`src/rtl/cls381_target_model_pkg.sv`:
```
// Shared definitions for the CLS381 I2C colour-sensor target model:
// register map, reset values, FSM state encoding and the read-data mux.
package cls381_target_model_pkg;

    localparam logic [7:0] ADDR_MAIN_CTRL = 8'h00;
    localparam logic [7:0] ADDR_MEAS_RATE = 8'h04;
    localparam logic [7:0] ADDR_GAIN      = 8'h05;
    localparam logic [7:0] ADDR_PART_ID   = 8'h06;
    localparam logic [7:0] ADDR_STATUS    = 8'h07;
    localparam logic [7:0] ADDR_GREEN_0   = 8'h0D;
    localparam logic [7:0] ADDR_GREEN_1   = 8'h0E;
    localparam logic [7:0] ADDR_GREEN_2   = 8'h0F;
    localparam logic [7:0] ADDR_BLUE_0    = 8'h10;
    localparam logic [7:0] ADDR_BLUE_1    = 8'h11;
    localparam logic [7:0] ADDR_BLUE_2    = 8'h12;
    localparam logic [7:0] ADDR_RED_0     = 8'h13;
    localparam logic [7:0] ADDR_RED_1     = 8'h14;
    localparam logic [7:0] ADDR_RED_2     = 8'h15;

    localparam logic [7:0] PART_ID_VAL    = 8'hC2;

    localparam logic [7:0] RST_MAIN_CTRL  = 8'h00;
    localparam logic [7:0] RST_MEAS_RATE  = 8'h22;
    localparam logic [7:0] RST_GAIN       = 8'h01;

    typedef enum logic [3:0] {
        ST_IDLE,
        ST_ADDR,
        ST_ADDR_ACK,
        ST_PTR,
        ST_PTR_ACK,
        ST_WR_DATA,
        ST_WR_ACK,
        ST_RD_DATA,
        ST_RD_ACK,
        ST_IGNORE
    } state_e;

    // Colour bytes come from the snapshot, never from the live inputs.
    function automatic logic [7:0] reg_read(
        input logic [7:0]  ptr,
        input logic [7:0]  main_ctrl,
        input logic [7:0]  meas_rate,
        input logic [7:0]  gain,
        input logic        new_data,
        input logic [23:0] snap_r,
        input logic [23:0] snap_g,
        input logic [23:0] snap_b
    );
        logic [7:0] val;
        case (ptr)
            ADDR_MAIN_CTRL: val = main_ctrl;
            ADDR_MEAS_RATE: val = meas_rate;
            ADDR_GAIN:      val = gain;
            ADDR_PART_ID:   val = PART_ID_VAL;
            ADDR_STATUS:    val = {4'b0, new_data, 3'b0};
            ADDR_GREEN_0:   val = snap_g[7:0];
            ADDR_GREEN_1:   val = snap_g[15:8];
            ADDR_GREEN_2:   val = snap_g[23:16];
            ADDR_BLUE_0:    val = snap_b[7:0];
            ADDR_BLUE_1:    val = snap_b[15:8];
            ADDR_BLUE_2:    val = snap_b[23:16];
            ADDR_RED_0:     val = snap_r[7:0];
            ADDR_RED_1:     val = snap_r[15:8];
            ADDR_RED_2:     val = snap_r[23:16];
            default:        val = '0;
        endcase
        return val;
    endfunction

endpackage

```
`src/rtl/cls381_target_model_sync.sv`:
```
// Two-flop synchronizers for SCL/SDA with a third stage for edge, START
// and STOP detection; everything downstream uses only these outputs.
module i2c_bus_sync
    import cls381_target_model_pkg::*;
(
    input  logic sys_clk,
    input  logic sys_rst,
    input  logic scl,
    input  logic sda_in,
    output logic sda_sync,
    output logic scl_rise,
    output logic scl_fall,
    output logic start_det,
    output logic stop_det
);

    logic [2:0] scl_q;
    logic [2:0] sda_q;

    // Idle bus level is high, so reset to 1 to avoid false edges.
    always_ff @(posedge sys_clk or posedge sys_rst) begin
        if (sys_rst) begin
            scl_q <= '1;
            sda_q <= '1;
        end else begin
            scl_q <= {scl_q[1:0], scl};
            sda_q <= {sda_q[1:0], sda_in};
        end
    end

    assign sda_sync  = sda_q[1];
    assign scl_rise  =  scl_q[1] & ~scl_q[2];
    assign scl_fall  = ~scl_q[1] &  scl_q[2];
    assign start_det =  scl_q[1] &  scl_q[2] &  sda_q[2] & ~sda_q[1];
    assign stop_det  =  scl_q[1] &  scl_q[2] & ~sda_q[2] &  sda_q[1];

endmodule

```
`config.mk`:
```
export PLATFORM = sky130hd
export DESIGN_NAME = i2c_bus_sync
export DESIGN_NICKNAME = d
export VERILOG_FILES = /design/src/rtl/cls381_target_model_pkg.sv /design/src/rtl/cls381_target_model_sync.sv
export SDC_FILE = /design/constraint.sdc
export NUM_CORES = 1
export LEC_CHECK = 0
export ABC_AREA = 0
export CORE_AREA = 2 2 39 41
export CTS_CLUSTER_SIZE = 24
export DETAILED_ROUTE_END_ITERATION = 8
export DIE_AREA = 0 0 41 43
export SYNTH_ARGS = -nofsm -noshare
export SYNTH_HDL_FRONTEND = slang
export SYNTH_SLANG_ARGS = --single-unit
```
`constraint.sdc`:
```
create_clock -name sys_clk -period 2.9 [get_ports sys_clk]
set_clock_uncertainty 0.1 [all_clocks]
set_input_delay 0.58 -clock sys_clk [delete_from_list [all_inputs] [get_ports sys_clk]]
set_output_delay 0.58 -clock sys_clk [all_outputs]
set_load 0.05 [all_outputs]
```
== Word level (Yosys, flattened, before mapping) ==
Cells that the tools add are included.

* Word-level logic and storage cells: 13
* Input bits: 4
* Output and inout bits: 5
* Memory bits (writable): 0
* Memory bits (read-only): 0
* Register bits: 6
* Latch bits: 0
* Memories kept: 0

* Add/sub/neg operators: 0
* Reductions and logical operators: 0
* $lt $le $gt $ge: 0
* Equality and inequality tests: 0
* Bitwise operators: 11
* Mux-type cells: 0
* $mul: 0
* Div/mod/pow operators: 0
* Shift operators: 0

{| class="wikitable"
|+ Operator list
! operator !! count
|-
| 1-bit AND || 7
|-
| 1-bit inverter || 4
|}

== Depth between registers and ports, before layout ==
* Depth in word-level cells: 3
* Mapped depth: 1
* Depth with buffers taken out: 1

== Least setup slack after synthesis ==
OpenSTA, ideal clock, no wires.

* Path type: register to output
* Start point: reg scl_q[1]
* End point: out scl_rise
* Required time: 2.220 ns
* Path buffers: 0
* Cell stages (with the launch flop): 2
* Setup slack: 0.971 ns
* Arrival time: 1.249 ns
* Cell sequence: dfstp_2 > nor2b_1

* Cells in the longest elaborated chain, start to end: 1

{| class="wikitable"
|+ RTL lines
! what !! RTL line !! text
|-
| from (decl) || cls381_target_model_sync.sv:17 || <nowiki>logic [2:0] scl_q;</nowiki>
|-
| from (signal assigned) || cls381_target_model_sync.sv:26 || <nowiki>scl_q <= {scl_q[1:0], scl};</nowiki>
|-
| 1-bit AND || cls381_target_model_sync.sv:32 || <nowiki>assign scl_rise = scl_q[1] & ~scl_q[2];</nowiki>
|-
| to (decl) || cls381_target_model_sync.sv:11 || <nowiki>output logic scl_rise,</nowiki>
|}

Every way passes these cells.

== Final worst setup path ==
* Start point: reg scl_q[1]
* End point: out start_det

* Cells in the longest elaborated chain, start to end: 3

{| class="wikitable"
|+ RTL lines
! what !! RTL line !! text
|-
| 1-bit AND (3 in a row) || cls381_target_model_sync.sv:34 || <nowiki>assign start_det = scl_q[1] & scl_q[2] & sda_q[2] & ~sda_q[1];</nowiki>
|-
| to (decl) || cls381_target_model_sync.sv:13 || <nowiki>output logic start_det,</nowiki>
|}

Every way passes these cells.

==> results <==
[flip-flops by register name (all words and copies together), names as in the netlist]
register,flops
scl_q,3
sda_q,3
[cell type report]
cell class,instances,area share [%]
timing repair buffer,8,25.30
clock buffer,3,7.115
multi-input combinational,4,10.28
tap,16,6.324
inverter,1,1.186
sequential,6,49.80
[logic make-up (layout without fill, tap and decap cells)]
| logic type | after synthesis | count (layout) | synth area share [%] |
|---|---|---|---|
| buf+inv | 1 | 12 | 1.934 |
| simple gates | 4 | 4 | 16.77 |
| flops | 6 | 6 | 81.29 |
[report_power, final]
group	internal, W	total (W)	switching [W]
sequential	0.0000917	0.0000945	0.00000277
clock	0.0000466	0.0000736	0.0000270
combinational	0.00000964	0.0000236	0.0000140
[per-stage QoR]
stage / utilization (%) / total power, W / worst slack, ns
after floorplan: - / 0.0001083 / 0.9708
after global routing: 22.88 / 0.0002050 / 0.3443
after global placement: 21.25 / 0.0001181 / 0.7093
after CTS: 22.88 / 0.0001990 / 0.3968
after detailed placement: 21.25 / 0.0001196 / 0.6637
final: 22.88 / 0.0001918 / 0.4245
[final timing paths]
kind	start	to	slack, ns	cells past startpoint
max in group asynchronous	sys_rst	sda_q[0]	2.00	2
setup / recovery	scl_q[1]	start_det	0.42	2
setup reg to reg	scl_q[1]	scl_q[2]	2.19	0
hold reg to reg	sda_q[0]	sda_q[1]	0.25	0
hold / removal	sda_q[0]	sda_q[1]	0.25	0
min in group asynchronous	sys_rst	scl_q[1]	0.68	2
[worst max-delay path, delay by kind of cell (launching register included)]
family / cells / cell delay [ns]
buffers and inverters: 1 / 0.80
DFF: 1 / 0.55
and+or+nand+nor: 1 / 0.21
[Yosys cell counts, drive strengths merged]
library cell and number:
dfstp 6, and4b 2, nor2b 2, inv 1
[routing by layer]
metal	up-vias	track usage (%)	share of wire (%)
li1	58	-	-
met1	64	4.305	32
met2	9	8.750	58
met3	0	3.141	9.4
met4	0	6.000	0
met5	-	0	0
==> results.py <==
metrics = {
    "synth": {
        "synthTopCellsByArea": "dfstp_2 81%, and4b_1 10%, nor2b_1 6.5%",
        "synth_largest_area_cell": "dfstp_2",
        "seq_area_frac_synth_pct": 81.29,
        "netlist_area_um2": 193.9,
        "yosysTopAreaCellShare_pct": 81.29,
        "yosysWarnings": 0,
        "ys_types": 4,
        "synthCells": 11,
        "yosys_register_bits": 6,
        "syn_nets": 15,
        "postSynthAreaPerCell_um2": 17.63,
    },
    "grt": {
        "grt_pass1_wl_um": 572,
        "grt-ovfl-total": 0,
        "grt_max_degree": 7,
        "antenna_found_initial": 0,
        "grt_pass1_vias": 153,
        "globalRouteTotalUtil_pct": 5.674,
    },
    "sta": {
        "worstMarginPinSlew_ns": 0.4966,
        "fin_hold_ws_ns": 0.2539,
        "setup_violations": 0,
        "period_share_pct": 85.36,
        "max_slew_margin_pct": 66.79,
        "rsz0062_at_grt": "false",
        "hold_viol": 0,
        "fin_crit_ns": 2.475,
        "maxSlewViolCount": 0,
        "fmax_mhz": 404.0,
        "tns_ns": 0,
    },
    "clocking": {
        "cts_max_level": 1,
        "root_buffer": "clkbuf_4",
        "cts_hold_buffers": 0,
        "tritoncts": "done",
        "clk_pin_slew_worst_paths_ns": 0.04,
        "cts_resized": 0,
        "cts_sinks": 6,
        "clock_path_buffers": 2,
        "tritoncts.num_buffers": 3,
        "clock_latency_ns": 0.24,
        "cts_setup_buffers": 0,
    },
    "setup_path": {
        "cp_slowest_cell": "clkdlybuf4s50_1",
        "crit_type": "reg2out",
        "cp_max_fo": 5,
        "worstPathRequired_ns": 2.22,
        "crit_arrival_ns": 1.80,
        "crit_path_start_kind": "flop",
        "endpoint_kind": "output pin",
        "cp_slowest_stage_delay_ns": 0.80,
        "path_cells": "and4b_1 -> clkdlybuf4s50_1",
    },
    "die": {
        "die_y_um": 43,
        "rows": 14,
        "start_util_pct": 14.01,
        "placeableCoreArea_um2": 1384,
        "die_x_um": 41,
        "pin_count": 9,
        "die_area_um2": 1763,
    },
    "power_and_ir_drop": {
        "powerDensity_nw_per_um2": 605.8,
        "ir_drop_mv": 0.1316,
        "leakage_nw": 0.1284,
    },
    "cells_and_area": {
        "stdcell_count": 38,
        "mostFrequentLayoutCells": "8 x clkdlybuf4s50_1, 6 x dfstp_2, 3 x clkbuf_4, 2 x and4b_1, 2 x nor2b_1",
        "multi_input_area_um2": 32.53,
        "antenna_cells": 0,
        "fillers": 151,
        "mostFrequentLayoutCell": "clkdlybuf4s50_1",
        "seqCellArea_um2": 157.7,
        "nets": 28,
        "syn2layout_area_growth_pct": 63.23,
        "layout-drive-gt1-share_pct": 40.91,
        "final_area_um2": 316.6,
    },
    "run": {
        "drv_cap": 0,
    },
    "detailed_routing": {
        "drc": 0,
        "first_pass_iters": 1,
        "drt_wl_total_um": 371,
        "num_vias": 131,
        "wl_per_cell_um": 9.763,
        "ant_nets": 0,
        "viasPerCell": 3.447,
        "drt_iter0_drc": 0,
    },
    "place": {
        "dp.cells": 35,
        "gp_congestion": 0.5270,
        "place.port_buffers": 8,
        "post_dp_cell_area_um2": 294.0,
    },
    "run_status": {
        "outcome": "finished, final reports clean",
    },
    "hold_path": {
        "holdCritPathClass": "reg2reg",
    },
}
Note: power is estimated with default switching activity, not from simulation.
